### config.mk
export PLATFORM = sky130hd
export DESIGN_NAME = trap_ctrl
export DESIGN_NICKNAME = d
export VERILOG_FILES = /design/src/rtl/riscv_pkg.sv /design/src/rtl/trap_csr_file.sv /design/src/rtl/trap_ctrl.sv
export SDC_FILE = /design/constraint.sdc
export NUM_CORES = 1
export LEC_CHECK = 0
export ABC_AREA = 1
export ABC_CLOCK_PERIOD_IN_PS = 6300
export CELL_PAD_IN_SITES_DETAIL_PLACEMENT = 1
export CELL_PAD_IN_SITES_GLOBAL_PLACEMENT = 2
export CORE_UTILIZATION = 35
export DETAILED_ROUTE_END_ITERATION = 6
export GPL_TIMING_DRIVEN = 1
export PLACE_DENSITY = 0.9
export RECOVER_POWER = 100
export SETUP_SLACK_MARGIN = 0.05
export SYNTH_ARGS = -nofsm -noshare
export SYNTH_HDL_FRONTEND = slang
export SYNTH_SLANG_ARGS = --single-unit
### constraint.sdc
create_clock -name clk_i -period 6.3 [get_ports clk_i]
set_input_delay 1.26 -clock clk_i [delete_from_list [all_inputs] [get_ports clk_i]]
set_output_delay 1.26 -clock clk_i [all_outputs]
set_load 0.02 [all_outputs]
### src/rtl/riscv_pkg.sv
// Shared RISC-V types for the trap sequencer: privilege levels, exception causes,
// the RV64 mstatus layout, trap FSM states and the CSR address map.
package riscv_pkg;

   localparam int unsigned RV_XLEN = 64;

   typedef enum logic [1:0] {
      PRIV_LVL_U = 2'b00,
      PRIV_LVL_S = 2'b01,
      PRIV_LVL_M = 2'b11
   } priv_lvl_t;

   typedef enum logic [RV_XLEN-1:0] {
      INSTR_ADDR_MISALIGNED = 64'd0,
      INSTR_ACCESS_FAULT    = 64'd1,
      ILLEGAL_INSTR         = 64'd2,
      BREAKPOINT            = 64'd3,
      LD_ADDR_MISALIGNED    = 64'd4,
      LD_ACCESS_FAULT       = 64'd5,
      ST_ADDR_MISALIGNED    = 64'd6,
      ST_ACCESS_FAULT       = 64'd7,
      ENV_CALL_UMODE        = 64'd8,
      ENV_CALL_SMODE        = 64'd9,
      ENV_CALL_MMODE        = 64'd11,
      INSTR_PAGE_FAULT      = 64'd12,
      LOAD_PAGE_FAULT       = 64'd13,
      STORE_PAGE_FAULT      = 64'd15
   } ex_cause_t;

   typedef struct packed {
      logic        sd;
      logic [26:0] wpri4;
      logic [1:0]  sxl;
      logic [1:0]  uxl;
      logic [8:0]  wpri3;
      logic        tsr;
      logic        tw;
      logic        tvm;
      logic        mxr;
      logic        sum;
      logic        mprv;
      logic [1:0]  xs;
      logic [1:0]  fs;
      logic [1:0]  mpp;
      logic [1:0]  vs;
      logic        spp;
      logic        mpie;
      logic        ube;
      logic        spie;
      logic        wpri2;
      logic        mie;
      logic        wpri1;
      logic        sie;
      logic        wpri0;
   } status_rv64_t;

   typedef enum logic [1:0] {
      IDLE     = 2'd0,
      FLUSH    = 2'd1,
      REDIRECT = 2'd2
   } trap_state_t;

   typedef enum logic [11:0] {
      CSR_SSTATUS = 12'h100,
      CSR_STVEC   = 12'h105,
      CSR_SEPC    = 12'h141,
      CSR_SCAUSE  = 12'h142,
      CSR_STVAL   = 12'h143,
      CSR_MSTATUS = 12'h300,
      CSR_MEDELEG = 12'h302,
      CSR_MTVEC   = 12'h305,
      CSR_MEPC    = 12'h341,
      CSR_MCAUSE  = 12'h342,
      CSR_MTVAL   = 12'h343
   } csr_addr_t;

endpackage

### src/rtl/trap_csr_file.sv
// Trap CSR storage: masked software writes, trap/xRET side effects and the read mux.
// Trap and xRET updates always take precedence over a software write in the same cycle.
module trap_csr_file
   import riscv_pkg::*;
#(
   parameter int unsigned          XLEN         = RV_XLEN,
   parameter logic [XLEN-1:0]      MTVEC_RESET  = 'h8000_0000,
   parameter logic [XLEN-1:0]      MEDELEG_MASK = 'hB3FF
) (
   input  logic            clk,
   input  logic            rst_n,
   input  logic            we,
   input  logic [11:0]     addr,
   input  logic [XLEN-1:0] wdata,
   output logic [XLEN-1:0] rdata,
   input  logic            trap_m,
   input  logic            trap_s,
   input  logic            mret,
   input  logic            sret,
   input  priv_lvl_t       priv,
   input  logic [XLEN-1:0] epc,
   input  logic [XLEN-1:0] cause,
   input  logic [XLEN-1:0] tval,
   output logic [XLEN-1:0] medeleg,
   output logic [XLEN-1:0] mtvec,
   output logic [XLEN-1:0] stvec,
   output logic [XLEN-1:0] mepc,
   output logic [XLEN-1:0] sepc,
   output logic [1:0]      mpp,
   output logic            spp
);

   logic            sie, mie, spie, mpie;
   logic [XLEN-1:0] mcause, mtval, scause, stval;
   status_rv64_t    mstatus_view, sstatus_view;

   always_ff @(posedge clk or negedge rst_n) begin
      if (!rst_n) begin
         sie     <= 1'b0;
         mie     <= 1'b0;
         spie    <= 1'b0;
         mpie    <= 1'b0;
         spp     <= 1'b0;
         mpp     <= 2'b00;
         medeleg <= '0;
         mtvec   <= {MTVEC_RESET[XLEN-1:2], 2'b00};
         stvec   <= '0;
         mepc    <= '0;
         sepc    <= '0;
         mcause  <= '0;
         scause  <= '0;
         mtval   <= '0;
         stval   <= '0;
      end else if (trap_m) begin
         mepc   <= epc;
         mcause <= cause;
         mtval  <= tval;
         mpie   <= mie;
         mie    <= 1'b0;
         mpp    <= priv;
      end else if (trap_s) begin
         sepc   <= epc;
         scause <= cause;
         stval  <= tval;
         spie   <= sie;
         sie    <= 1'b0;
         spp    <= priv[0];
      end else if (mret) begin
         mie  <= mpie;
         mpie <= 1'b1;
         mpp  <= PRIV_LVL_U;
      end else if (sret) begin
         sie  <= spie;
         spie <= 1'b1;
         spp  <= 1'b0;
      end else if (we) begin
         case (addr)
            CSR_MSTATUS: begin
               sie  <= wdata[1];
               mie  <= wdata[3];
               spie <= wdata[5];
               mpie <= wdata[7];
               spp  <= wdata[8];
               // The reserved encoding 2'b10 is not a legal privilege, so it lands in U.
               mpp  <= (wdata[12:11] == 2'b10) ? 2'b00 : wdata[12:11];
            end
            CSR_SSTATUS: begin
               sie  <= wdata[1];
               spie <= wdata[5];
               spp  <= wdata[8];
            end
            CSR_MEDELEG: medeleg <= wdata & MEDELEG_MASK;
            CSR_MTVEC:   mtvec   <= {wdata[XLEN-1:2], 2'b00};
            CSR_STVEC:   stvec   <= {wdata[XLEN-1:2], 2'b00};
            CSR_MEPC:    mepc    <= {wdata[XLEN-1:2], 2'b00};
            CSR_SEPC:    sepc    <= {wdata[XLEN-1:2], 2'b00};
            CSR_MCAUSE:  mcause  <= wdata;
            CSR_SCAUSE:  scause  <= wdata;
            CSR_MTVAL:   mtval   <= wdata;
            CSR_STVAL:   stval   <= wdata;
            default: ;
         endcase
      end
   end

   always_comb begin
      mstatus_view      = '0;
      mstatus_view.sie  = sie;
      mstatus_view.mie  = mie;
      mstatus_view.spie = spie;
      mstatus_view.mpie = mpie;
      mstatus_view.spp  = spp;
      mstatus_view.mpp  = mpp;
      sstatus_view      = '0;
      sstatus_view.sie  = sie;
      sstatus_view.spie = spie;
      sstatus_view.spp  = spp;
      rdata             = '0;
      case (addr)
         CSR_MSTATUS: rdata = mstatus_view;
         CSR_SSTATUS: rdata = sstatus_view;
         CSR_MEDELEG: rdata = medeleg;
         CSR_MTVEC:   rdata = mtvec;
         CSR_STVEC:   rdata = stvec;
         CSR_MEPC:    rdata = mepc;
         CSR_SEPC:    rdata = sepc;
         CSR_MCAUSE:  rdata = mcause;
         CSR_SCAUSE:  rdata = scause;
         CSR_MTVAL:   rdata = mtval;
         CSR_STVAL:   rdata = stval;
         default:     rdata = '0;
      endcase
   end

endmodule

### src/rtl/trap_ctrl.sv
// Trap sequencer: accepts a committed exception or xRET, flushes the pipeline, then
// issues a single-cycle fetch redirect. Owns the current privilege level.
module trap_ctrl
   import riscv_pkg::*;
#(
   parameter int unsigned     XLEN         = RV_XLEN,
   parameter logic [XLEN-1:0] MTVEC_RESET  = 'h8000_0000,
   parameter logic [XLEN-1:0] MEDELEG_MASK = 'hB3FF
) (
   input  logic            clk_i,
   input  logic            rst_ni,
   input  logic            ex_valid_i,
   input  logic [XLEN-1:0] ex_cause_i,
   input  logic [XLEN-1:0] ex_tval_i,
   input  logic [XLEN-1:0] ex_pc_i,
   input  logic            mret_i,
   input  logic            sret_i,
   input  logic            csr_we_i,
   input  logic [11:0]     csr_addr_i,
   input  logic [XLEN-1:0] csr_wdata_i,
   output logic [XLEN-1:0] csr_rdata_o,
   output logic            flush_o,
   input  logic            flush_ack_i,
   output logic            redirect_valid_o,
   output logic [XLEN-1:0] redirect_pc_o,
   output logic            busy_o,
   output priv_lvl_t       priv_lvl_o
);

   trap_state_t     state, state_next;
   priv_lvl_t       priv, priv_next;
   logic [XLEN-1:0] target_pc, target_pc_next, tvec;
   logic            delegate, trap_m, trap_s, do_mret, do_sret, csr_we;
   logic [XLEN-1:0] medeleg, mtvec, stvec, mepc, sepc;
   logic [1:0]      mpp;
   logic            spp;

   always_ff @(posedge clk_i or negedge rst_ni) begin
      if (!rst_ni) begin
         state     <= IDLE;
         priv      <= PRIV_LVL_M;
         target_pc <= '0;
      end else begin
         state     <= state_next;
         priv      <= priv_next;
         target_pc <= target_pc_next;
      end
   end

   // Event arbitration only happens in IDLE; anything arriving while busy is dropped.
   always_comb begin
      state_next       = state;
      priv_next        = priv;
      target_pc_next   = target_pc;
      tvec             = mtvec;
      delegate         = 1'b0;
      trap_m           = 1'b0;
      trap_s           = 1'b0;
      do_mret          = 1'b0;
      do_sret          = 1'b0;
      csr_we           = 1'b0;
      flush_o          = 1'b0;
      redirect_valid_o = 1'b0;
      redirect_pc_o    = '0;
      busy_o           = (state != IDLE);
      case (state)
         IDLE: begin
            if (ex_valid_i) begin
               delegate       = (priv != PRIV_LVL_M) && medeleg[ex_cause_i[4:0]];
               trap_s         = delegate;
               trap_m         = !delegate;
               tvec           = delegate ? stvec : mtvec;
               priv_next      = delegate ? PRIV_LVL_S : PRIV_LVL_M;
               target_pc_next = {tvec[XLEN-1:2], 2'b00};
            end else if (mret_i) begin
               if (priv == PRIV_LVL_M) begin
                  do_mret        = 1'b1;
                  priv_next      = priv_lvl_t'(mpp);
                  target_pc_next = mepc;
               end
            end else if (sret_i) begin
               if (priv != PRIV_LVL_U) begin
                  do_sret        = 1'b1;
                  priv_next      = priv_lvl_t'({1'b0, spp});
                  target_pc_next = sepc;
               end
            end
            if (trap_m || trap_s || do_mret || do_sret) begin
               state_next = FLUSH;
            end else begin
               csr_we = csr_we_i;
            end
         end
         FLUSH: begin
            flush_o = 1'b1;
            if (flush_ack_i) begin
               state_next = REDIRECT;
            end
         end
         REDIRECT: begin
            redirect_valid_o = 1'b1;
            redirect_pc_o    = target_pc;
            state_next       = IDLE;
         end
         default: state_next = IDLE;
      endcase
   end

   assign priv_lvl_o = priv;

   trap_csr_file #(
      .XLEN        (XLEN),
      .MTVEC_RESET (MTVEC_RESET),
      .MEDELEG_MASK(MEDELEG_MASK)
   ) u_csr (
      .clk    (clk_i),
      .rst_n  (rst_ni),
      .we     (csr_we),
      .addr   (csr_addr_i),
      .wdata  (csr_wdata_i),
      .rdata  (csr_rdata_o),
      .trap_m (trap_m),
      .trap_s (trap_s),
      .mret   (do_mret),
      .sret   (do_sret),
      .priv   (priv),
      .epc    (ex_pc_i),
      .cause  (ex_cause_i),
      .tval   (ex_tval_i),
      .medeleg(medeleg),
      .mtvec  (mtvec),
      .stvec  (stvec),
      .mepc   (mepc),
      .sepc   (sepc),
      .mpp    (mpp),
      .spp    (spp)
   );

endmodule

-- Word level (Yosys, flattened, before mapping)
Index checks and enable logic that the tools add are counted.
- register bits after elaboration: 596
- input bits: 275
- output and inout port bits: 133
- logic and storage cells: 191
- order comparisons: 1
- eq/ne operators: 25
- muxes and demuxes: 107
- bitwise operators: 4
- reductions and logical operators: 36
- operator list (kind ; number):
    two-way mux 64 bit ; 40
    one-hot mux 64 bit (11 select lines) ; 1
    equality test 12 x 10 -> 1 bit (second input constant) ; 6
    equality test 12 x 9 -> 1 bit (second input constant) ; 5
    two-way mux 1 bit ; 49
    two-way mux 2 bit ; 15
    AND reduction 5 bit ; 6
    nonzero test 2 bit ; 10
    AND reduction 6 bit ; 3
    nonzero test 3 bit ; 6
    != test 2 bit (second input constant) ; 8
    AND reduction 4 bit ; 3
    less-than comparator 5 x 7 -> 1 bit (second input constant) ; 1
    equality test 2 bit (second input constant) ; 3
    binary-select mux 1 bit (select 5 bit) ; 1
    inverter 1 bit ; 4
    one-hot mux 2 bit (2 select lines) ; 1
    logical OR 1 bit ; 3
    != test 3 x 2 -> 1 bit (second input constant) ; 1
    != test 3 bit (second input constant) ; 1
    equality test 2 x 1 -> 1 bit (second input constant) ; 1
    zero test 2 bit ; 1
    AND reduction 2 bit ; 1
    OR reduction 2 bit ; 1
    2 further kinds ; 2

-- Depth between registers and ports, before layout
Gate-level depths: netlist (run 1).
- depth after elaboration: 16
- mapped depth: 15
- gate-level depth less buffers: 12

-- Hierarchy
A second synthesis (run 1) with hierarchy kept.
- cells, all modules: 4548
- area total of the unflattened synthesis: 32636.3 um^2
- by module, submodules not included (module ; times used ; cells each ; area an instance (um^2) ; sequential area each (um^2)):
    trap_csr_file ; 1 ; 3727 ; 27197.3 ; 13213.9
    trap_ctrl ; 1 ; 821 ; 5439.0 ; 1704.1

-- Worst setup path after synthesis (run 1)
Ideal clock, no wire load.
- kind: input to output
- from: in csr_addr_i[4]
- to: out csr_rdata_o[9]
- arrival: 2.748 ns
- required time: 5.040 ns
- path slack: 2.292 ns
- stages: 9
- buffers on the path: 2
- path through: inv_1 -> nand4_1 -> nor4_4 -> nand2_2 -> clkbuf_1 -> clkbuf_1 -> o21ai_0 -> nor2_1 -> nand3_1
- word-level cells in the longest chain between the ends: 2
- elaborated cells between the ends (all ways): 12
- classes of those cells: eq/ne: 11; mux: 1
- RTL lines (what ; line ; source):
    from (decl) ; trap_ctrl.sv:19 ; input logic [11:0] csr_addr_i,
    equality test 12 x 9 -> 1 bit / equality test 12 x 10 -> 1 bit (equally long branches) ; trap_csr_file.sv:119 ; case (addr)
    one-hot mux 64 bit (11 select lines) (*) ; trap_csr_file.sv:119 ;
    to (decl) ; trap_ctrl.sv:21 ; output logic [XLEN-1:0] csr_rdata_o,
Mark *: on every way between the ends. The rest lies on a longest branch, timed or not.

-- Final worst setup path (run 1)
- from: in mret_i
- to: reg target_pc[47]
- word-level cells in the longest chain between the ends: 2
- elaborated cells between the ends (all ways): 6
- classes of those cells: eq/ne: 1; mux: 2; reduce/logical: 3
- RTL lines (what ; line ; source):
    from (decl) ; trap_ctrl.sv:16 ; input logic mret_i,
    != test 3 x 2 -> 1 bit (no line), or another cell as far along ; - ;
    AND reduction 4 bit (no line) / two-way mux 64 bit (equally long branches) ; - ;
    to (signal assigned) ; trap_ctrl.sv:46 ; target_pc <= target_pc_next;
    to (decl) ; trap_ctrl.sv:32 ; logic [XLEN-1:0] target_pc, target_pc_next, tvec;
Several ways; a longest one is shown, not always the timed one.
A chain may end at the register's enable or synchronous reset.

==> results.json, run 1 <==
{
  "holdBufCountCts": 0,
  "peakVddDrop_v": 0.000327,
  "grt_pass1_wl_mm": 262,
  "multiInputGateArea_um2": 17700,
  "core-area_um2": 100000,
  "ant_nets": 0,
  "netlist_area_um2": 35600,
  "period_minus_slack_ns": 5.99,
  "syn_area_per_cell_um2": 7.06,
  "worstPathCellList": "dlygate4sd3_1, nand2_2, clkbuf_2, o22ai_1, nor2_1, inv_4, clkbuf_1, nor2_1, nand3_1, nand2_1, inv_1",
  "finalSetupViolCount": 0,
  "num_rows": 116,
  "routed_wirelength_mm": 177,
  "clk_pin_slew_ns": 0.06,
  "cp.buffers_inverters": 5,
  "worst_hold_path_type": "flop to flop",
  "grt_max_degree": 205,
  "first_pass_iters": 5,
  "fin_ws_ns": 0.313,
  "tightest_slew_ns": 3.92,
  "area_delta_synth_final_pct": 20.1,
  "ys_ff_latch": 596,
  "worstPathRequired_ns": 6.82,
  "finalHoldViolCount": 0,
  "outcome": "complete, but fails checks",
  "synth_cell_type_count": 33,
  "worstHoldPathCells": 2,
  "arrival_ns": 6.50,
  "wl_per_cell_um": 26.9,
  "fillers": 12400,
  "cts_setup_buffers": 0,
  "vias": 39100,
  "cp.depth": 11,
  "slew_headroom_pct": -161,
  "yosys_warnings": 0,
  "crit_top_cell": "nor2_1",
  "initialDrtViolationCount": 4753,
  "gp_congestion": 0.929,
  "die_area_um2": 103000,
  "cp-end-kind": "flop",
  "ys_seq_area_share_pct": 41.9,
  "max_stage_delay_ns": 1.62,
  "cts_sinks": 596,
  "start_kind": "input port",
  "reg2reg_depth": 9,
  "antenna_found_initial": 27,
  "path_class": "input port to flop",
  "drive_gt1_share_pct": 4.31,
  "dp_slack_ns": 0.928,
  "critPathTopFamily": "buffers and inverters",
  "cap_violations": 14,
  "cts_resized": 0,
  "area.sequential_um2": 14900,
  "dp.final_hpwl_mm": 114,
  "finalMaxSlewViolations": 744,
  "drc_errors": 0,
  "clock-root-buffer": "clkbuf_16",
  "die_x_um": 321,
  "fin_crit_sh_pct": 95.0,
  "crit_fanout": 62,
  "violations": "capacitance limit, slew limit",
  "start_util_pct": 35.5,
  "routed_via_density": 5.94,
  "fin_worst_skew_ns": 0.0302,
  "syn-num-nets": 5323,
  "rrSetupSlack_ns": 1.50,
  "syn-instance-count": 5048,
  "io_pins": 408,
  "io_buffer_count": 407,
  "cts_tree": "done",
  "overflow": 0,
  "setup_tns_ns": 0,
  "die_h_um": 321,
  "ctsLongestPathBuffers": 3,
  "leakagePower_nw": 20.9,
  "cts_made_buffers": 72,
  "fmax_ghz": 0.167,
  "powerDensity_nw_per_um2": 378,
  "clock_latency_ns": 0.64,
  "fin_nets": 5445,
  "grt_usage_pct": 33.9,
  "crit_slowest_cell": "clkbuf_2",
  "cts-htree-levels": 3,
  "fin_util_pct": 42.6,
  "rsz0062_at_grt": "false",
  "grt_pass1_vias": 38300
}
## cells in the mapped netlist
master	instances	share of area, %
nand4_2	1	0.035
buf_4	12	0.25
nor2_2	2	0.035
nand3_1	206	2.9
a22o_1	99	2.4
buf_2	136	1.9
buf_1	21	0.22
o21ai_0	270	3.8
nor2_1	279	2.9
a21oi_1	17	0.24
mux2_2	3	0.095
nand3b_1	2	0.042
clkinv_1	2	0.021
inv_1	329	3.5
dfstp_2	3	0.22
nand2_1	1955	21
and2_1	1	0.018
o211ai_1	380	8.0
clkbuf_1	273	2.9
a32o_1	3	0.084
o21ai_2	6	0.15
o221ai_1	1	0.025
nand4_1	399	7.0
nand3_2	3	0.084
nor3_1	4	0.056
nor4_4	1	0.060
nor4_1	1	0.018
inv_2	10	0.11
dfrtp_1	593	42
a22oi_1	1	0.021
o21bai_1	2	0.042
nand2_2	4	0.070
o22ai_1	29	0.51
## cell type report
class	count	share of cell area, %
multi-input combinational	3669	41.3
sequential	596	34.9
timing repair buffer	490	11.5
clock buffer	108	4.95
tap	1357	3.97
inverter	341	3.00
clock inverter	13	0.310
antenna	12	0.0702
## through the flow
| step | cells | hold slack [ns] | total power [mW] | instance area, um^2 |
|---|---|---|---|---|
| global placement | 6453 | 0.469 | 11.7 | 40700 |
| global route | 6582 | 0.520 | 17.1 | 42800 |
| detailed placement | 6453 | 0.485 | 11.9 | 40700 |
| CTS | 6574 | 0.502 | 16.2 | 42900 |
| finish | 6586 | 0.505 | 16.2 | 42800 |
| floorplan | 5048 | 0.453 | 9.66 | 35600 |
## metal layers
layer / part of all wire, % / GRT usage [%] / up-vias
li1: - / - / 17100
met1: 44 / 48.9 / 19600
met2: 41 / 48.0 / 2003
met3: 11 / 9.02 / 369
met4: 3.8 / 12.9 / 18
met5: 0.059 / 0 / -
## power breakdown
group	total [mW]	switching [mW]	internal [mW]
clock	4.17	1.77	2.39
sequential	6.10	0.836	5.27
combinational	5.90	4.05	1.85
## cell families after synthesis
logic type / Yosys count / share of synthesized area [%]
mux: 3 / 0.0948
simple gates: 2858 / 33.9
buf+inv: 783 / 8.86
compound gates: 808 / 15.3
flops: 596 / 41.9
## cell usage in the layout (no fill, tap or decap), drive strengths merged, types with 132 or more instances in the layout
| cell type | synthesis | routed |
|---|---|---|
| nand2 | 1959 | 1959 |
| dfrtp | 593 | 593 |
| nand4 | 400 | 400 |
| o211ai | 380 | 380 |
| inv | 339 | 343 |
| nor2 | 281 | 281 |
| clkdlybuf4s50 | 0 | 276 |
| o21ai | 276 | 276 |
| nand3 | 209 | 209 |
| clkbuf | 273 | 132 |
## worst reg2reg max path: stages (launching register included)
cell,delay [ns]
dfstp_2,0.60
inv_1,0.07
nand2_1,0.08
nand4_1,0.17
nand3_4,0.37
clkbuf_1,2.01
o21ai_4,0.62
clkbuf_2,0.51
nand2_1,0.21
nand2_1,0.07
## state kept, by name (all words and copies together), names as in the netlist, 13 cells and up
register       flops
target_pc         64
u_csr.mcause      64
u_csr.medeleg     13
u_csr.mepc        64
u_csr.mtval       64
u_csr.mtvec       62
u_csr.scause      64
u_csr.sepc        64
u_csr.stval       64
u_csr.stvec       62
## final timing paths
path | from | endpoint
max in group asynchronous | rst_ni | u_csr.stvec[16]
min in group asynchronous | rst_ni | u_csr.scause[1]
hold reg to reg | u_csr.medeleg[9] | u_csr.medeleg[9]
setup reg to reg | priv_lvl_o[1] | u_csr.stval[12]
hold / removal | u_csr.medeleg[9] | u_csr.medeleg[9]
setup / recovery | mret_i | target_pc[47]
No activity file was read; power rests on OpenSTA's default activity.
==> run 2, diff against run 1 <==
--- a/config.mk
+++ b/config.mk
@@ -5,16 +5,17 @@
 export SDC_FILE = /design/constraint.sdc
 export NUM_CORES = 1
 export LEC_CHECK = 0
-export ABC_AREA = 1
+export ABC_AREA = 0
 export ABC_CLOCK_PERIOD_IN_PS = 6300
 export CELL_PAD_IN_SITES_DETAIL_PLACEMENT = 1
 export CELL_PAD_IN_SITES_GLOBAL_PLACEMENT = 2
-export CORE_UTILIZATION = 35
+export CORE_UTILIZATION = 39
 export DETAILED_ROUTE_END_ITERATION = 6
 export GPL_TIMING_DRIVEN = 1
-export PLACE_DENSITY = 0.9
+export PLACE_DENSITY = 0.95
 export RECOVER_POWER = 100
 export SETUP_SLACK_MARGIN = 0.05
+export SLEW_MARGIN = 5
 export SYNTH_ARGS = -nofsm -noshare
 export SYNTH_HDL_FRONTEND = slang
 export SYNTH_SLANG_ARGS = --single-unit
==> run 2 against run 1 <==
Clock power decreased by 1%. Area after synthesis decreased by 8.4%. The flow still finishes with violations (capacitance limit, slew limit). Power decreased by 9.8%. Critical path type unchanged. Critical endpoint is now target_pc[11]. Worst hold slack improved by 0.0024 ns.
==> results.json, run 2 <==
{
  "arrival_ns": 6.59,
  "crit_fanout": 106,
  "cts_sinks": 596,
  "area_delta_synth_final_pct": 21.7,
  "ys.flop_type": "dfrtp_1",
  "power.total_mw": 14.6,
  "fin_nets": 3695,
  "worstHoldStart": "target_pc[0]",
  "ys_seq_area_share_pct": 45.7,
  "fin_ws_ns": 0.230,
  "finalSetupViolCount": 0,
  "cts_resized": 0,
  "worst_hold_path_type": "flop to flop",
  "worstPathCellList": "dlygate4sd3_1, mux2_1, mux4_2, o221ai_1, clkbuf_2, nand3_1, a31oi_1",
  "routed_via_density": 6.45,
  "finalMaxSlewViolations": 826,
  "clock_latency_ns": 0.62,
  "yosys.area.top_type": "dfrtp_1",
  "cts_setup_buffers": 0,
  "dp.final_hpwl_mm": 77.2,
  "vias": 29300,
  "cap_violations": 11,
  "leakagePower_nw": 16.9,
  "violations": "capacitance limit, slew limit",
  "syn_area_per_cell_um2": 10.2,
  "grt_pass1_vias": 30500,
  "worstPathRequired_ns": 6.82,
  "holdWs_ns": 0.507,
  "netlist_area_um2": 32600,
  "yosys_warnings": 0,
  "wl_per_cell_um": 28.8,
  "io_pins": 408,
  "drc_errors": 0,
  "fin_util_pct": 48.1,
  "fin_cells": 4541,
  "cts_tree": "done",
  "critPathLaunch": "ex_cause_i[2]",
  "gp_congestion": 0.834,
  "start_util_pct": 39.6,
  "first_pass_iters": 7,
  "clock-root-buffer": "clkbuf_16",
  "syn-num-nets": 3487,
  "ctsLongestPathBuffers": 3,
  "yosys.area.top_type_share_pct": 45.5,
  "fin_crit_sh_pct": 96.3,
  "antenna_found_initial": 7,
  "grt_max_degree": 162,
  "fillers": 8999,
  "cp-end-kind": "flop",
  "syn-instance-count": 3212,
  "start_kind": "input port",
  "finalHoldViolCount": 0,
  "fin_worst_skew_ns": 0.0339,
  "timing.rr.start": "u_csr.medeleg[7]",
  "rsz0062_at_grt": "false",
  "setup_tns_ns": 0,
  "cts-htree-levels": 3,
  "fin_area_um2": 39700,
  "num_rows": 105,
  "powerDensity_nw_per_um2": 367,
  "cts_made_buffers": 70,
  "crit_slowest_cell": "clkbuf_2",
  "ant_nets": 0,
  "peakVddDrop_v": 0.000279,
  "grt_pass1_wl_mm": 198,
  "die_area_um2": 84800,
  "clk_pin_slew_ns": 0.06,
  "async_flop_share_pct": 100,
  "io_buffer_count": 407,
  "final_common_cell": "dfrtp_1",
  "overflow": 0,
  "initialDrtViolationCount": 2943,
  "period_minus_slack_ns": 6.07,
  "die_x_um": 291,
  "ys_ff_latch": 596,
  "routed_wirelength_mm": 131,
  "place_area_um2": 37600,
  "drive_gt1_share_pct": 15.1,
  "synth_cell_type_count": 59,
  "slew_headroom_pct": -216,
  "dp_slack_ns": 0.443,
  "max_stage_delay_ns": 2.05,
  "holdBufCountCts": 0,
  "core-area_um2": 82500,
  "path_class": "input port to flop",
  "yosys-top-cells-count": "dfrtp_1, nand3_1, mux2i_1",
  "numPlacedInstances": 4418,
  "outcome": "complete, but fails checks",
  "synthTopCellsByArea": "dfrtp_1, mux2i_1, mux2_2",
  "layout_common_cells": "dfrtp_1, nand3_1, o21ai_0, mux2i_1, mux2_2",
  "fmax_ghz": 0.165,
  "die_h_um": 291,
  "synth_edf_count": 0,
  "yosysMostFrequentCell": "dfrtp_1",
  "grt_usage_pct": 30.4,
  "tightest_slew_ns": 4.74
}
run 2: changes by cell type after synthesis, sizes merged, moves of 80 or more:
cell	before	now
nand2	1959	47
mux2i	0	408
nand4	400	5
o211ai	380	2
inv	339	9
nand3	209	531
mux2	3	312
nor2	281	78
o21ai	276	476
clkbuf	273	188
a22o	99	19
run 2: cells by family (layout without fill, tap and decap cells):
kind of cell / after synthesis / in the layout / share of synthesized area [%]
flip-flops: 596 / 596 / 45.7
AO/OA/AOI/OAI: 746 / 746 / 13.5
other: 0 / 4 / 0
AND/OR/NAND/NOR: 796 / 796 / 12.5
multiplexers: 726 / 726 / 23.7
buffers and inverters: 348 / 603 / 4.58
run 2: final timing paths:
kind	cells after the start	slack, ns	end
max	7	0.23	target_pc[11]
min	1	0.51	target_pc[0]
max reg2reg	6	1.61	target_pc[11]
min reg2reg	1	0.51	target_pc[0]
max in group asynchronous	2	1.07	u_csr.stval[24]
min in group asynchronous	1	2.50	target_pc[9]
run 2: final cells by class:
| type | instances | area [um^2] | area share (%) |
|---|---|---|---|
| Antenna cell | 4 | 10.0 | 0.0252 |
| Clock buffer | 97 | 2020 | 5.08 |
| Clock inverter | 22 | 260 | 0.655 |
| Inverter | 9 | 33.8 | 0.0851 |
| Multi-Input combinational cell | 2268 | 16300 | 41.0 |
| Sequential cell | 596 | 14900 | 37.6 |
| Tap cell | 1070 | 1340 | 3.37 |
| Timing Repair Buffer | 475 | 4850 | 12.2 |
run 2: per-layer routing:
metal  share of wire [%]  GRT usage, %  vias up
met1                  42          41.3    15200
met2                  47          48.2     1475
met3                 7.8          4.93      329
met5               0.027             0        -
li1                    -             -    12300
met4                 3.8          12.0        6
run 2: power by group:
part | internal, mW | leakage, nW | switching [mW]
logic | 1.71 | 8.07 | 2.49
registers | 5.28 | 7.69 | 0.997
clock network | 2.37 | 1.12 | 1.74
run 2: critical path: cells and delay by family:
kind | cells | cell delay, ns
AOI/OAI and AO/OA | 2 | 0.89
muxes | 2 | 0.93
and+or+nand+nor | 1 | 0.41
buffers and inverters | 2 | 3.09
